--- config.mk ---
export PLATFORM = sky130hd
export DESIGN_NAME = lock_door_sequencer_flat
export DESIGN_NICKNAME = d
export VERILOG_FILES = /design/src/rtl/lock_door_sequencer_if.sv /design/src/rtl/lock_door_sequencer.sv /design/src/flat_wrapper.sv
export SDC_FILE = /design/constraint.sdc
export NUM_CORES = 1
export LEC_CHECK = 0
export ABC_CLOCK_PERIOD_IN_PS = 2200
export CORE_UTILIZATION = 40
export DETAILED_ROUTE_END_ITERATION = 8
export HOLD_SLACK_MARGIN = 0.15
export PLACE_DENSITY = 0.59
export SLEW_MARGIN = 40
export SYNTH_ARGS = -nofsm -noshare
export SYNTH_HDL_FRONTEND = slang
export SYNTH_SLANG_ARGS = --single-unit
--- constraint.sdc ---
create_clock -name clk -period 2.2 [get_ports clk]
set_input_delay 0.44 -clock clk [delete_from_list [all_inputs] [get_ports clk]]
set_output_delay 0.44 -clock clk [all_outputs]
set_load 0.02 [all_outputs]
--- src/rtl/lock_door_sequencer_if.sv ---
// Bundle between the lock chamber sequencer and its door units / request
// panels.
//   master : the sequencer. It reads the requests and door status, and drives
//            the door command pulses and the chamber status.
//   slave  : the door units and panels, with the directions reversed.
interface lock_door_sequencer_if;
  logic req_in;        // boat at outer side wants to go inward
  logic req_out;       // boat at inner side wants to go outward
  logic boat_clear;    // boat has passed the open door
  logic outer_status;  // 1 = outer door closed
  logic inner_status;  // 1 = inner door closed
  logic outer_open;    // command pulses
  logic outer_close;
  logic inner_open;
  logic inner_close;
  logic level_high;    // 1 = chamber level matches the inner side
  logic busy;
  logic fault;

  modport master (
    input  req_in, req_out, boat_clear, outer_status, inner_status,
    output outer_open, outer_close, inner_open, inner_close,
           level_high, busy, fault
  );

  modport slave (
    output req_in, req_out, boat_clear, outer_status, inner_status,
    input  outer_open, outer_close, inner_open, inner_close,
           level_high, busy, fault
  );
endinterface

--- src/rtl/lock_door_sequencer.sv ---
// Master controller for a two-door canal lock chamber.
// It serves one passage at a time. A passage runs these steps:
//   1. Level the water to the entry side.
//   2. Open the entry door.
//   3. Wait for the boat.
//   4. Close the entry door.
//   5. Level the water to the exit side.
//   6. Open the exit door, wait for the boat, then close the exit door.
// The two doors are never open together. Any door that does not move in
// time, and any observation of both doors open, latches FAULT. Only reset
// leaves FAULT.
// Ports:
//   clk   : rising-edge clock
//   reset : asynchronous, active-high
//   bus   : lock_door_sequencer_if.master. It carries the requests,
//           boat_clear, the door status, the door commands, level_high,
//           busy and fault.
module lock_door_sequencer #(
  parameter int FILL_CYCLES    = 8,
  parameter int TIMEOUT_CYCLES = 16
) (
  input  logic                   clk,
  input  logic                   reset,
  lock_door_sequencer_if.master  bus
);

  localparam int MAXC = (FILL_CYCLES > TIMEOUT_CYCLES) ? FILL_CYCLES : TIMEOUT_CYCLES;
  localparam int CW   = $clog2(MAXC + 1);

  typedef enum logic [3:0] {
    IDLE, LEVEL_ENTRY, OPEN_ENTRY, PASS_ENTRY, CLOSE_ENTRY,
    LEVEL_EXIT, OPEN_EXIT, PASS_EXIT, CLOSE_EXIT, FAULT
  } state_t;

  state_t        state_q, state_d;
  logic          dir_q, dir_d;      // 0 = inward (enter at outer), 1 = outward
  logic          level_q, level_d;
  logic [CW-1:0] cnt_q, cnt_d;

  logic is_exit, side, tgt_st, oth_st, counting;
  logic o_open, o_close, i_open, i_close;

  always_ff @(posedge clk or posedge reset) begin
    if (reset) begin
      state_q <= IDLE;
      dir_q   <= 1'b0;
      level_q <= 1'b0;
      cnt_q   <= '0;
    end else begin
      state_q <= state_d;
      dir_q   <= dir_d;
      level_q <= level_d;
      cnt_q   <= cnt_d;
    end
  end

  always_comb begin
    state_d  = state_q;
    dir_d    = dir_q;
    level_d  = level_q;
    o_open   = 1'b0;
    o_close  = 1'b0;
    i_open   = 1'b0;
    i_close  = 1'b0;
    counting = 1'b0;

    // The door being worked on: entry side = dir, exit side = !dir (1 = inner).
    // The level matches a side when level_high equals that side bit.
    is_exit = (state_q == LEVEL_EXIT) || (state_q == OPEN_EXIT) ||
              (state_q == PASS_EXIT)  || (state_q == CLOSE_EXIT);
    side    = dir_q ^ is_exit;
    tgt_st  = side ? bus.inner_status : bus.outer_status;
    oth_st  = side ? bus.outer_status : bus.inner_status;

    case (state_q)
      IDLE: begin
        // When the level already matches, go straight to OPEN. The open pulse
        // then appears in the cycle after the request is sampled.
        if (bus.req_in) begin
          dir_d   = 1'b0;
          state_d = (level_q == 1'b0) ? OPEN_ENTRY : LEVEL_ENTRY;
        end else if (bus.req_out) begin
          dir_d   = 1'b1;
          state_d = (level_q == 1'b1) ? OPEN_ENTRY : LEVEL_ENTRY;
        end
      end
      LEVEL_ENTRY, LEVEL_EXIT: begin
        counting = 1'b1;
        if (cnt_q == CW'(FILL_CYCLES - 1)) begin
          level_d = ~level_q;
          state_d = is_exit ? OPEN_EXIT : OPEN_ENTRY;
        end
      end
      OPEN_ENTRY, OPEN_EXIT: begin
        counting = 1'b1;
        // Command the open only if the other door reports closed. If no pulse
        // is sent, the wait below times out into FAULT.
        if (cnt_q == '0 && oth_st) begin
          o_open = ~side;
          i_open = side;
        end
        if (!tgt_st)
          state_d = is_exit ? PASS_EXIT : PASS_ENTRY;
        else if (cnt_q == CW'(TIMEOUT_CYCLES - 1))
          state_d = FAULT;
      end
      PASS_ENTRY, PASS_EXIT: begin
        if (bus.boat_clear)
          state_d = is_exit ? CLOSE_EXIT : CLOSE_ENTRY;
      end
      CLOSE_ENTRY, CLOSE_EXIT: begin
        counting = 1'b1;
        if (cnt_q == '0) begin
          o_close = ~side;
          i_close = side;
        end
        if (tgt_st) begin
          if (is_exit)
            state_d = IDLE;
          else
            state_d = (level_q == ~dir_q) ? OPEN_EXIT : LEVEL_EXIT;
        end else if (cnt_q == CW'(TIMEOUT_CYCLES - 1)) begin
          state_d = FAULT;
        end
      end
      FAULT: begin
        o_close = 1'b1;
        i_close = 1'b1;
      end
      default: state_d = FAULT;
    endcase

    // Interlock: both doors open overrides the normal next state.
    if (state_q != FAULT && !bus.outer_status && !bus.inner_status)
      state_d = FAULT;

    // Every state change restarts the timer.
    if (state_d != state_q)
      cnt_d = '0;
    else if (counting)
      cnt_d = cnt_q + 1'b1;
    else
      cnt_d = cnt_q;
  end

  assign bus.outer_open  = o_open;
  assign bus.outer_close = o_close;
  assign bus.inner_open  = i_open;
  assign bus.inner_close = i_close;
  assign bus.level_high  = level_q;
  assign bus.busy        = (state_q != IDLE);
  assign bus.fault       = (state_q == FAULT);

endmodule

--- src/flat_wrapper.sv ---
// flat-port wrapper written by rule: the top's interface ports become plain ports
module lock_door_sequencer_flat 
#(
  parameter int FILL_CYCLES    = 8,
  parameter int TIMEOUT_CYCLES = 16
)
  (clk, reset, bus_req_in, bus_req_out, bus_boat_clear, bus_outer_status, bus_inner_status, bus_outer_open, bus_outer_close, bus_inner_open, bus_inner_close, bus_level_high, bus_busy, bus_fault);
  lock_door_sequencer_if bus_i ();
  input  logic clk;
  input  logic reset;
  input wire logic [$bits(bus_i.req_in)-1:0] bus_req_in;
  input wire logic [$bits(bus_i.req_out)-1:0] bus_req_out;
  input wire logic [$bits(bus_i.boat_clear)-1:0] bus_boat_clear;
  input wire logic [$bits(bus_i.outer_status)-1:0] bus_outer_status;
  input wire logic [$bits(bus_i.inner_status)-1:0] bus_inner_status;
  output wire logic [$bits(bus_i.outer_open)-1:0] bus_outer_open;
  output wire logic [$bits(bus_i.outer_close)-1:0] bus_outer_close;
  output wire logic [$bits(bus_i.inner_open)-1:0] bus_inner_open;
  output wire logic [$bits(bus_i.inner_close)-1:0] bus_inner_close;
  output wire logic [$bits(bus_i.level_high)-1:0] bus_level_high;
  output wire logic [$bits(bus_i.busy)-1:0] bus_busy;
  output wire logic [$bits(bus_i.fault)-1:0] bus_fault;
  assign bus_i.req_in = bus_req_in;
  assign bus_i.req_out = bus_req_out;
  assign bus_i.boat_clear = bus_boat_clear;
  assign bus_i.outer_status = bus_outer_status;
  assign bus_i.inner_status = bus_inner_status;
  assign bus_outer_open = bus_i.outer_open;
  assign bus_outer_close = bus_i.outer_close;
  assign bus_inner_open = bus_i.inner_open;
  assign bus_inner_close = bus_i.inner_close;
  assign bus_level_high = bus_i.level_high;
  assign bus_busy = bus_i.busy;
  assign bus_fault = bus_i.fault;
  lock_door_sequencer #(.FILL_CYCLES(FILL_CYCLES), .TIMEOUT_CYCLES(TIMEOUT_CYCLES)) u_core (.clk(clk), .reset(reset), .bus(bus_i));
endmodule
==> Word level (Yosys, flattened, before mapping) <==
Cells that the tools add are included.
W data, S select, Z words.
{ "classes": {"add_sub_neg": 1, "n_mul": 0, "div": 0, "magnitude_cmp": 0, "n_eq_ne": 14, "shifts": 0, "mux": 31, "bitwise_logic": 4, "n_reduce_logical": 20} }
{ "op_table": {"columns": ["cell", "n"], "rows": [
  ["$mux W4", 10],
  ["$pmux W4 S6", 1],
  ["$eq A4 B3 Y1 const B", 4],
  ["$mux W1", 11],
  ["$mux W5", 2],
  ["$eq A4 B2 Y1 const B", 2],
  ["$eq A4 B4 Y1 const B", 2],
  ["$reduce_or A2 Y1", 4],
  ["$mux W2", 3],
  ["$mux W3", 2],
  ["$reduce_or A6 Y1", 1],
  ["$add A5 B1 Y5 const B", 1],
  ["$eq A5 B3 Y1 const B", 1],
  ["$eq A5 B4 Y1 const B", 1],
  ["$logic_not A5 Y1", 1],
  ["$eq A4 B1 Y1 const B", 1],
  ["$logic_not A4 Y1", 1],
  ["$ne A4 B4 Y1", 1],
  ["$ne A4 B4 Y1 const B", 1],
  ["$pmux W1 S2", 2],
  ["$reduce_and A2 Y1", 2],
  ["$reduce_bool A2 Y1", 2],
  ["$reduce_bool A4 Y1", 1],
  ["$logic_and A1 B1 Y1", 3],
  ["other kinds (5)", 10]
]} }
{ "totals": {"regBits": 11, "latchBits": 0, "mem_bits_rw": 0, "rom_bits": 0, "in_bits": 7, "output_inout_bits": 7, "elab_cells": 74, "mem_count": 0} }

==> Logic depth before layout (Yosys ltp) <==
Gate-level depths: netlist (run 1).
{ "depth": {"depth_word": 11, "depth_mapped": 9, "mapped_depth_nobuf": 9} }

==> Worst setup path before layout (run 1) <==
No wires, ideal clock.
{ "synth_timing": {"path_kind": "reg2out", "start": "register u_core.cnt_q[0]", "end": "output bus_inner_close", "t_arrival_ns": 1.767, "t_required_ns": 1.760, "setup_slack_ns": -0.007, "path_stages_with_launch": 7, "n_path_buf": 0, "cell_sequence": "dfrtp_1 > inv_1 > ha_1 > or4b_2 > nor2_1 > o21ai_0 > a21oi_1"} }
{ "synth_via": {"elab_chain_cells": 3} }
{ "synth_rtl": {"columns": ["item", "line", "rtl"], "rows": [
  ["from (decl)", "lock_door_sequencer.sv:38", "logic [CW-1:0] cnt_q, cnt_d;"],
  ["from (signal assigned)", "lock_door_sequencer.sv:53", "cnt_q <= cnt_d;"],
  ["$logic_not A5 Y1", "lock_door_sequencer.sv:113", "if (cnt_q == '0) begin"],
  ["$mux W1", "lock_door_sequencer.sv:113", null],
  ["$pmux W1 S2", "lock_door_sequencer.sv:75", "case (state_q)"],
  ["to (decl)", "flat_wrapper.sv:19", "output wire logic [$bits(bus_i.inner_close)-1:0] bus_inner_close;"]
]} }
No other way between the ends.

==> Worst setup path after layout (run 1) <==
{ "layout_timing": {"start": "register u_core.cnt_q[0]", "end": "output bus_outer_close"} }
{ "layout_via": {"elab_chain_cells": 3} }
{ "layout_rtl": {"columns": ["item", "line", "rtl"], "rows": [
  ["$logic_not A5 Y1", "lock_door_sequencer.sv:113", null],
  ["$mux W1", "lock_door_sequencer.sv:113", null],
  ["$pmux W1 S2", "lock_door_sequencer.sv:75", null],
  ["to (decl)", "flat_wrapper.sv:17", "output wire logic [$bits(bus_i.outer_close)-1:0] bus_outer_close;"]
]} }
No other way between the ends.

==> summary.md, run 1 <==
| Metric | Value |
|---|---|
| Hold Path Class | in2async |
| Die Ht | 55.5 microns |
| Failing checks | setup timing |
| Power, Total | 378 uW |
| Fmax achieved | 443 MHz |
| Max_slew headroom | 0.735 |
| Seq/Total Area, Yosys | 0.240 |
| Final GP Congestion | 0.919 |
| Fin Setup TNS | -94.2 ps |
| Area of the core | 2730 sq um |
| Avg Cell Area, Syn | 7.80 sq um |
| Arrival time worst endpoint | 1820 ps |
| Largest net degree at the start of global routing | 21 |
| Slew Viols, Final | 0 |
| DRC viols | 0 |
| Die Area | 3080 sq um |
| Detailed Routing Iterations Pass 1 | 4 |
| Reg clk slew, reported paths | 70 ps |
| Final Hold Fails | 0 |
| CP Class | reg2out |
| Leak pwr | 0.740 nW |
| Final setup violating endpoints | 3 |
| ANT nets after route | 0 |
| Vias per cell | 5.76 |
| Grt total ovfl | 0 |
| Initial antenna violation count | 0 |
| Io pins | 14 |
| CP max-delay cell | or4b_4 |
| Layout area overhead | 49.5% |
| Ys Warns | 0 |
| Vias | 1,274 |
| Asr flop ratio synth | 1.00 |
| Nets | 201 |
| Endpoint class of the critical path | output pin |
| Syn_nets | 157 |
| Pwr dens | 221 nW/um^2 |
| Peak per-stage delay on the critical path | 490 ps |
| Worst Setup Slack, final | -58.6 ps |
| Outcome | complete, but fails checks |
| Main flop type after synthesis | dfrtp_1 |
| First-pass GRT wire length | 5600 microns |
| Post-layout min period | 2260 ps |
| DR iter-0 viols | 55 |
| Port Buffer Count | 13 |
| Initial core utilization | 0.419 |
| Clk_skew | 2.19 ps |
| Hpwl dp | 2590 microns |
| Max-cap viol count | 0 |
| CTS tree | done |
| Post-synth EDFFs | 0 |
| Tightest Pin Transition | 397 ps |
| Number of buffer and inverter stages on the critical path | 2 |
| Number of global-route vias before repair | 1,223 |
| Mapped Cells | 147 |
| Period utilization | 1.03 |
| Sink Count | 11 |
| RSZ-0062 raised after global routing | yes |
| Global Route Usage Sum | 0.225 |
| DR WL/cell | 15.6 microns |
| Std-Cell Rows | 19 |
| CTS Buffer Depth | 2 |
| Inserted Diodes | 0 |
| Routed WL | 3450 microns |
| Distinct cells, synth | 48 |
| Root Buffer | clkbuf_4 |
| CP startpoint kind | flip-flop |
| Critical Path RT | 1760 ps |
| CTS Buf Count | 3 |
| Die X | 55.5 microns |
| Netlist Area Pre-Place | 1150 sq um |
| Clock latency on the worst-skew pair | 260 ps |
| Crit path cell chain | inv_2 -> ha_4 -> or4b_4 -> nor2_4 -> a32oi_1 -> nor2_1 -> buf_4 |
| Yosys reg bits | 11 |
| H-tree levels | 1 |
| Crit-path max FO | 2 |
| Peak VDD IR | 0.000323 V |
| Delay-heaviest family, CP | simple AND/OR/NAND/NOR gates |
| Layout cell share with drive strength beyond 1 | 0.384 |
-- final cells by class --
| class | count | area [sq um] |
|---|---|---|
| clock buffer | 4 | 26.3 |
| inverter | 8 | 30.0 |
| tap | 31 | 38.8 |
| fill | 240 | 1020 |
| timing repair buffer | 49 | 407 |
| sequential | 11 | 275 |
| multi-input combinational | 118 | 936 |
-- cells by family after synthesis --
kind of cell,Yosys count,share of synthesized area
AND/OR/NAND/NOR,62,0.313
multiplexers,6,0.0546
buffers and inverters,18,0.0644
XOR/XNOR,8,0.0611
AO/OA/AOI/OAI,39,0.234
adder cells (fa/ha/maj),3,0.0328
flip-flops,11,0.240
-- Yosys cell counts, types with 2 or more instances --
| cell | n | area share |
|---|---|---|
| a21oi_1 | 8 | 0.035 |
| ha_1 | 3 | 0.033 |
| nand2_1 | 9 | 0.029 |
| o21ai_1 | 4 | 0.017 |
| nor4b_1 | 6 | 0.046 |
| buf_2 | 2 | 0.0087 |
| or2_1 | 2 | 0.011 |
| o21ai_2 | 2 | 0.015 |
| mux2_2 | 2 | 0.020 |
| nand2b_1 | 6 | 0.033 |
| xor2_1 | 5 | 0.038 |
| nor3_1 | 3 | 0.013 |
| nor4_1 | 2 | 0.011 |
| nand4_1 | 3 | 0.016 |
| a21o_1 | 2 | 0.013 |
| nor3b_1 | 2 | 0.013 |
| o21ai_0 | 5 | 0.022 |
| and3_1 | 3 | 0.016 |
| a31oi_1 | 5 | 0.027 |
| nor2_1 | 17 | 0.056 |
| mux2i_1 | 4 | 0.035 |
| clkbuf_1 | 6 | 0.020 |
| dfrtp_1 | 11 | 0.24 |
| xnor2_1 | 3 | 0.023 |
| o2111ai_1 | 2 | 0.015 |
| inv_1 | 8 | 0.026 |
-- final timing paths --
kind / slack, ps / to / cells after the start / start
min: 460 / u_core.state_q[1] / 2 / reset
min in group clk: 670 / u_core.bus.level_high / 1 / u_core.bus.level_high
max in group asynchronous: 1460 / u_core.state_q[0] / 2 / reset
max: -60 / bus_outer_close / 7 / u_core.cnt_q[0]
min reg2reg: 670 / u_core.bus.level_high / 1 / u_core.bus.level_high
max reg2reg: 80 / u_core.cnt_q[4] / 7 / u_core.state_q[1]
-- per-layer routing --
layer	share of wire	GRT usage	vias to the layer above
li1	-	-	626
met1	0.45	0.313	607
met2	0.49	0.356	32
met3	0.043	0.0164	9
met4	0.020	0.100	0
met5	0	0	-
-- worst register-to-register path, cell delays in order (launching register included) --
cell     delay [ps]
dfrtp_1         380
or4b_4          580
o21ai_4          90
xnor2_2         150
buf_4           140
mux2_4          310
o21ai_4         250
nor4_2           90
-- cell usage in the layout, fill, tap and decap left out, types with 2 or more instances in the layout --
cell type,synthesis,layout
buf_6,0,4
or4b_4,1,3
ha_2,0,2
nand2b_1,6,5
nor2_1,17,15
o21ai_0,5,4
xor2_1,5,5
nand2_1,9,8
and3_1,3,3
clkbuf_4,0,3
clkdlybuf4s50_1,0,7
a31oi_1,5,5
inv_2,0,2
nand4_1,3,3
mux2i_1,4,4
o2111ai_1,2,2
xnor2_1,3,2
o21ai_4,0,3
nor3b_1,2,2
nor4b_2,0,5
dfrtp_1,11,11
nor4_2,0,2
buf_4,1,36
o21ai_1,4,4
a21o_1,2,2
inv_1,8,6
a21oi_1,8,7
nor3_1,3,3
-- state kept, by name, indices dropped and copies added, names as in the netlist --
register               flops
u_core.bus.level_high      1
u_core.dir_q               1
u_core.state_q             4
u_core.cnt_q               5
-- what timing repair did --
item	CTS	global route
setup buffers	1	1
hold buffers	0	0
pin swaps	7	18
setup endpoints to repair	11	11
gates resized for setup	42	13
-- per-stage QoR --
| step | hold slack, ps | util | instances | instance area [sq um] | worst slack, ps |
|---|---|---|---|---|---|
| floorplan | 292 | - | 147 | 1150 | 50.1 |
| global placement | 625 | 0.562 | 216 | 1540 | -382 |
| detailed placement | 646 | 0.562 | 216 | 1540 | -469 |
| CTS | 462 | 0.605 | 220 | 1650 | -97.0 |
| global route | 507 | 0.627 | 221 | 1710 | -132 |
| finish | 456 | 0.627 | 221 | 1710 | -58.6 |
-- where the power goes --
group | leakage (nW) | switching, mW | internal (mW)
Clock | 0.0150 | 0.0627 | 0.0701
Combinational | 0.582 | 0.0193 | 0.0235
Sequential | 0.143 | 0 | 0.202
Total | 0.740 | 0.0820 | 0.296
No activity file was read; power rests on OpenSTA's default activity.
==> inputs of run 2 (changes only) <==
--- a/config.mk
+++ b/config.mk
@@ -5,7 +5,7 @@
 export SDC_FILE = /design/constraint.sdc
 export NUM_CORES = 1
 export LEC_CHECK = 0
-export ABC_CLOCK_PERIOD_IN_PS = 2200
+export ABC_CLOCK_PERIOD_IN_PS = 2800
 export CORE_UTILIZATION = 40
 export DETAILED_ROUTE_END_ITERATION = 8
 export HOLD_SLACK_MARGIN = 0.15
==> constraint.sdc (replaced) <==
create_clock -name clk -period 2.8 [get_ports clk]
set_input_delay 0.56 -clock clk [delete_from_list [all_inputs] [get_ports clk]]
set_output_delay 0.56 -clock clk [all_outputs]
set_load 0.02 [all_outputs]
==> run 2 against run 1 <==
  * The run now ends clean
  * Power is 24% lower
  * Clock power is 23% lower
  * Worst setup slack better by 240 ps
  * Clock-buffer cell count stayed put
  * First-iteration DRC count is 47% lower
  * Critical path depth stayed put
  * Final area is 21% lower
  * Sequential power is 21% lower
  * Combinational power is 40% lower
==> summary.md, run 2 (synthesized netlist as in run 1, its figures left out) <==
| Metric | Value |
|---|---|
| Max-cap viol count | 0 (unchanged) |
| CP startpoint kind | flip-flop |
| Most common cell after layout, fill and taps aside | nor2_1 |
| Reg clk slew, reported paths | 70 ps (about the same) |
| Metal3 WL | 82 microns (-45%) |
| Outcome | finished, final reports clean |
| Peak VDD IR | 0.000206 V (-36%) |
| Hold Path Class | in2async |
| Metal-1 WL | 1430 microns (-7.3%) |
| Worst Setup Slack, final | 183 ps (+241 ps) |
| Commonest cells after routing, fill and taps aside | nor2_1 (17), dfrtp_1 (11), nand2_1 (9), clkdlybuf4s50_1 (9), buf_4 (9) |
| Die Area | 3080 sq um (unchanged) |
| Number of buffer and inverter stages on the critical path | 2 (unchanged) |
| Max reg flops | 5 (unchanged) |
| CP Class | reg2out |
| Cell Count Post-Placement | 190 (-12%) |
| Highest Signal Layer | met4 |
| Post-layout min period | 2620 ps |
| Clk_skew | 6.15 ps (+3.96 ps) |
| DRC viols | 0 (unchanged) |
| Largest net degree at the start of global routing | 21 (unchanged) |
| RSZ-0062 raised after global routing | no |
| Post-layout util | 0.492 (-0.135) |
| Final Hold Fails | 0 (unchanged) |
| Area of the core | 2730 sq um (unchanged) |
| First-pass GRT wire length | 4710 microns (-16%) |
| DR WL/cell | 14.7 microns (-5.4%) |
| Routed WL | 2860 microns (-17%) |
| FILL cells | 271 (+13%) |
| Inserted Diodes | 0 (unchanged) |
| Tightest Pin Transition | 705 ps (+308 ps) |
| Root Buffer | clkbuf_4 |
| Non-Filler Instances | 194 (-12%) |
| Hpwl dp | 2200 microns (-15%) |
| Io pins | 14 (unchanged) |
| Die X | 55.5 microns (unchanged) |
| Endpoint class of the critical path | output pin |
| DR iter-0 viols | 29 (-47%) |
| Fmax achieved | 382 MHz |
| Layout area overhead | 17.4% |
| Std-Cell Rows | 19 (unchanged) |
| CTS Buffer Depth | 2 (unchanged) |
| Die Ht | 55.5 microns (unchanged) |
| Crit-path max FO | 3 (+1) |
| Final setup violating endpoints | 0 (-3) |
| Grt total ovfl | 0 (unchanged) |
| Period utilization | 0.935 |
| Port Buffer Count | 13 (unchanged) |
| Fin Setup TNS | 0 ps (+94.2 ps) |
| Number of global-route vias before repair | 1,039 (-15%) |
| Clock latency on the worst-skew pair | 260 ps (about the same) |
| Critical Path RT | 2240 ps (+480 ps) |
| Vias per cell | 5.89 (+2.1%) |
| CTS Buf Count | 3 (unchanged) |
| Place WS | 48.4 ps (+517 ps) |
| Nets | 174 (-13%) |
| CP max-delay cell | or4b_2 |
| Initial antenna violation count | 0 (unchanged) |
| Worst hold margin | 579 ps (+123 ps) |
| ANT nets after route | 0 (unchanged) |
| Post-CTS setup buffer count | 0 (-1) |
| Slew Viols, Final | 0 (unchanged) |
| Detailed Routing Iterations Pass 1 | 4 (unchanged) |
| Sink Count | 11 (unchanged) |
| Arrival time worst endpoint | 2060 ps (+240 ps) |
| Initial core utilization | 0.419 (unchanged) |
| Largest registers | u_core.cnt_q x5, u_core.state_q x4 |
| Global Route Usage Sum | 0.188 (-0.0364) |
| Leak pwr | 0.563 nW (-24%) |
| Max_slew headroom | 0.525 (-0.210) |
| Final GP Congestion | 0.890 (-3.2%) |
| Largest Register | u_core.cnt_q |
| Layout cell share with drive strength beyond 1 | 0.153 (-0.231) |
| Delay-heaviest family, CP | simple AND/OR/NAND/NOR gates |
| Pwr dens | 214 nW/um^2 (-3.1%) |
| H-tree levels | 1 (unchanged) |
| Met2 wire length | 1320 microns (-22%) |
| Crit path cell chain | inv_1 -> ha_1 -> or4b_2 -> nor2_1 -> o21ai_0 -> a21oi_1 -> clkbuf_2 |
| CTS tree | done |
| CTS Hold Bufs | 0 (unchanged) |
| Vias | 1,142 (-10%) |
| Peak per-stage delay on the critical path | 610 ps (+120 ps) |
==> run 2: metrics by stage <==
stage | instance area [sq um] | power (mW)
6_report | 1350 | 0.287
5_1_grt | 1350 | 0.302
4_1_cts | 1360 | 0.292
3_5_place_dp | 1340 | 0.188
3_3_place_gp | 1340 | 0.187
2_1_floorplan | 1150 | 0.173
==> run 2: per-layer routing <==
layer | vias up | global-route usage
li1 | 574 | -
met1 | 539 | 0.264
met2 | 25 | 0.301
met3 | 4 | 0.0258
met4 | 0 | 0.0536
met5 | - | 0
==> run 2: final timing paths <==
kind / depth (start not counted) / to / from / slack, ps
setup / recovery: 7 / bus_inner_close / u_core.cnt_q[1] / 180
hold / removal: 2 / u_core.state_q[0] / reset / 580
setup reg to reg: 10 / u_core.cnt_q[1] / u_core.cnt_q[0] / 460
hold reg to reg: 1 / u_core.bus.level_high / u_core.bus.level_high / 670
max in group asynchronous: 2 / u_core.bus.level_high / reset / 1930
min in group clk: 1 / u_core.bus.level_high / u_core.bus.level_high / 670
==> run 2: power by group <==
group | internal [mW] | switching [mW] | total [mW]
combinational | 0.0127 | 0.0131 | 0.0258
clock | 0.0550 | 0.0478 | 0.103
sequential | 0.159 | 0 | 0.159
total | 0.226 | 0.0609 | 0.287
==> run 2: repair_timing <==
action                                  4_1_cts  5_1_grt
gates resized for setup                       4        8
endpoints found under the setup margin        4        4
pin swaps                                     0        0
==> run 2: layout make-up <==
cell class / count / area, sq um / share of cell area
multi-input combinational: 118 / 797 / 0.593
inverter: 8 / 30.0 / 0.0223
clock buffer: 4 / 26.3 / 0.0195
sequential: 11 / 275 / 0.205
tap: 31 / 38.8 / 0.0288
timing repair buffer: 22 / 178 / 0.132
==> inputs of run 3 (changes only) <==
--- a/config.mk
+++ b/config.mk
@@ -8,8 +8,8 @@
 export ABC_CLOCK_PERIOD_IN_PS = 2800
 export CORE_UTILIZATION = 40
 export DETAILED_ROUTE_END_ITERATION = 8
+export GPL_TIMING_DRIVEN = 0
 export HOLD_SLACK_MARGIN = 0.15
-export PLACE_DENSITY = 0.59
 export SLEW_MARGIN = 40
 export SYNTH_ARGS = -nofsm -noshare
 export SYNTH_HDL_FRONTEND = slang
==> run 3 against run 2 <==
  * Core utilization down 1.1 points
  * Sequential power barely moved
  * Clock-buffer cell count unchanged
  * Clock power grew 6%
  * Power is 1.4% higher
  * Via count is 2.5% lower
  * Clock skew is 0.92 ps lower
==> summary.md, run 3 (synthesized netlist as in run 1, its figures left out) <==
| Metric | Value |
|---|---|
| Final GP Congestion | 0.917 (+3.0%) |
| Reg-to-reg slack, setup | 430 ps (-30 ps) |
| Root Buffer | clkbuf_4 |
| Pwr dens | 222 nW/um^2 (+3.7%) |
| Sink Count | 11 (unchanged) |
| CP startpoint kind | flip-flop |
| H-tree levels | 1 (unchanged) |
| CTS Buffer Depth | 2 (unchanged) |
| CP max-delay cell | or4b_2 |
| Clock latency on the worst-skew pair | 270 ps (about the same) |
| Nets | 174 (unchanged) |
| Die Ht | 55.5 microns (unchanged) |
| Area of the core | 2730 sq um (unchanged) |
| Largest Register | u_core.cnt_q |
| Initial antenna violation count | 0 (unchanged) |
| Final setup violating endpoints | 0 (unchanged) |
| Peak per-stage delay on the critical path | 630 ps (+20 ps) |
| FF-to-FF path depth | 7 (-3) |
| CTS Hold Bufs | 0 (unchanged) |
| Post-CTS setup buffer count | 0 (unchanged) |
| DR iter-0 viols | 38 (+31%) |
| Sw Pwr | 66.6 uW (+9.4%) |
| Reg clk slew, reported paths | 70 ps (about the same) |
| Vias | 1,113 (-2.5%) |
| Max-cap viol count | 0 (unchanged) |
| Most common cell after layout, fill and taps aside | nor2_1 |
| Final Hold Fails | 0 (unchanged) |
| Number of global-route vias before repair | 1,107 (+6.5%) |
| DRC viols | 0 (unchanged) |
| Post-layout min period | 2650 ps (+32.7 ps) |
| Largest net degree at the start of global routing | 12 (-43%) |
| Sw Ratio | 0.229 (+0.0168) |
| Worst r2r dst | u_core.cnt_q[0] |
| Die X | 55.5 microns (unchanged) |
| Fmax achieved | 377 MHz (-1.2%) |
| Port Buffer Count | 12 (-1) |
| Max_slew headroom | 0.523 (-0.00192) |
| Worst Setup Slack, final | 150 ps (-32.7 ps) |
| Initial core utilization | 0.419 (unchanged) |
| Hpwl dp | 2170 microns (-1.2%) |
| Delay-heaviest family, CP | simple AND/OR/NAND/NOR gates |
| Crit path cell chain | inv_1 -> ha_1 -> or4b_2 -> nor2_1 -> o21ai_0 -> a21oi_1 -> buf_4 |
| Place WS | -18.7 ps (-67.1 ps) |
| Part of the power in registers | 0.545 (-0.008) |
| Slew Viols, Final | 0 (unchanged) |
| Std-Cell Rows | 19 (unchanged) |
| Internal power | 225 uW (-0.79%) |
| Hold Path Class | in2async |
| Combinational Power Share | 0.082 (-0.008) |
| RSZ-0062 raised after global routing | no |
| CP Class | reg2out |
| Number of buffer and inverter stages on the critical path | 2 (unchanged) |
| Detailed Routing Iterations Pass 1 | 4 (unchanged) |
| Commonest cells after routing, fill and taps aside | nor2_1 (17), dfrtp_1 (10), nand2_1 (9) |
| CTS Buf Count | 3 (unchanged) |
| Arrival time worst endpoint | 2090 ps (+30 ps) |
| ANT nets after route | 0 (unchanged) |
| FILL cells | 278 (+2.6%) |
| Outcome | finished, final reports clean |
| Reg2reg start | u_core.state_q[1] |
| Grt total ovfl | 0 (unchanged) |
| Max reg flops | 5 (unchanged) |
| Period utilization | 0.946 (+0.0117) |
| Layout area overhead | 14.7% |
| First-pass GRT wire length | 4920 microns (+4.4%) |
| Endpoint class of the critical path | output pin |
| Inserted Diodes | 0 (unchanged) |
| Clock share of power | 0.374 (+0.016) |
| Layout cell share with drive strength beyond 1 | 0.123 (-0.0307) |
| Tightest Pin Transition | 704 ps (-0.798 ps) |
| Routed WL | 2840 microns (-0.66%) |
| Die Area | 3080 sq um (unchanged) |
| Dpl cell area | 1310 sq um (-2.5%) |
| CTS tree | done |
| Clk_skew | 5.23 ps (-0.915 ps) |
| Io pins | 14 (unchanged) |
| Critical Path RT | 2240 ps (about the same) |
| Peak VDD IR | 0.000220 V (+6.9%) |
| Global Route Usage Sum | 0.195 (+0.00711) |
| Crit-path max FO | 4 (+1) |
| Leak pwr | 0.532 nW (-5.5%) |
| Largest registers | u_core.cnt_q x5, u_core.state_q x4 |
| Final instance area | 1320 sq um (-2.2%) |
| Vias per cell | 5.74 (-2.5%) |
| DR WL/cell | 14.6 microns (-0.66%) |
==> run 3: routing by layer <==
metal  wire length [microns]  up-vias  GRT usage
met5                       0        -          0
met4                      25        0     0.0857
met3                      64        4     0.0117
met2                    1340       17      0.306
met1                    1410      517      0.277
li1                        -      575          -
==> run 3: worst max path at each step <==
stage	startpoint	to	cells past startpoint
after floorplan	u_core.cnt_q[0]	bus_inner_close	6
after global placement	u_core.cnt_q[0]	bus_inner_close	7
after detailed placement	u_core.cnt_q[0]	bus_inner_close	7
after CTS	u_core.cnt_q[0]	bus_inner_close	7
after global routing	u_core.cnt_q[0]	bus_inner_close	7
final	u_core.cnt_q[0]	bus_inner_close	7
==> run 3: worst reg2reg max path, delay by kind of cell, from the launching register on <==
kind                   cells  cell delay, ps
AND/OR/NAND/NOR            2             610
AO/OA/AOI/OAI              3             900
flip-flops                 1             390
buffers and inverters      2             310
==> run 3: cell type report <==
class,instances,area (sq um),share of cell area
Multi-Input combinational cell,118,797,0.606
Sequential cell,11,277,0.210
Timing Repair Buffer,12,103,0.0780
Buffer,10,43.8,0.0333
Tap cell,31,38.8,0.0295
Inverter,8,30.0,0.0228
Clock buffer,4,26.3,0.0200
==> run 3: through the flow <==
step | hold WS, ps | cells | setup TNS [ps] | total power [mW] | util
2_1_floorplan | 412 | 147 | 0 | 0.173 | -
3_3_place_gp | 693 | 190 | 0 | 0.185 | 0.477
3_5_place_dp | 697 | 190 | -23.4 | 0.186 | 0.477
4_1_cts | 588 | 194 | 0 | 0.298 | 0.487
5_1_grt | 617 | 194 | 0 | 0.308 | 0.481
6_report | 579 | 194 | 0 | 0.291 | 0.481
==> run 3: power groups by stage <==
stage	Sequential, mW	Clock (mW)	Combinational (mW)
after floorplan	0.162	0	0.0113
after global placement	0.162	0	0.0235
after detailed placement	0.162	0	0.0238
after CTS	0.159	0.115	0.0239
after global routing	0.159	0.123	0.0265
final	0.159	0.109	0.0238
==> run 3: timing repair <==
item,CTS,global route
setup endpoints to repair,4,4
endpoints found under the hold margin,0,0
gates resized for setup,8,8
gates cloned,0,0
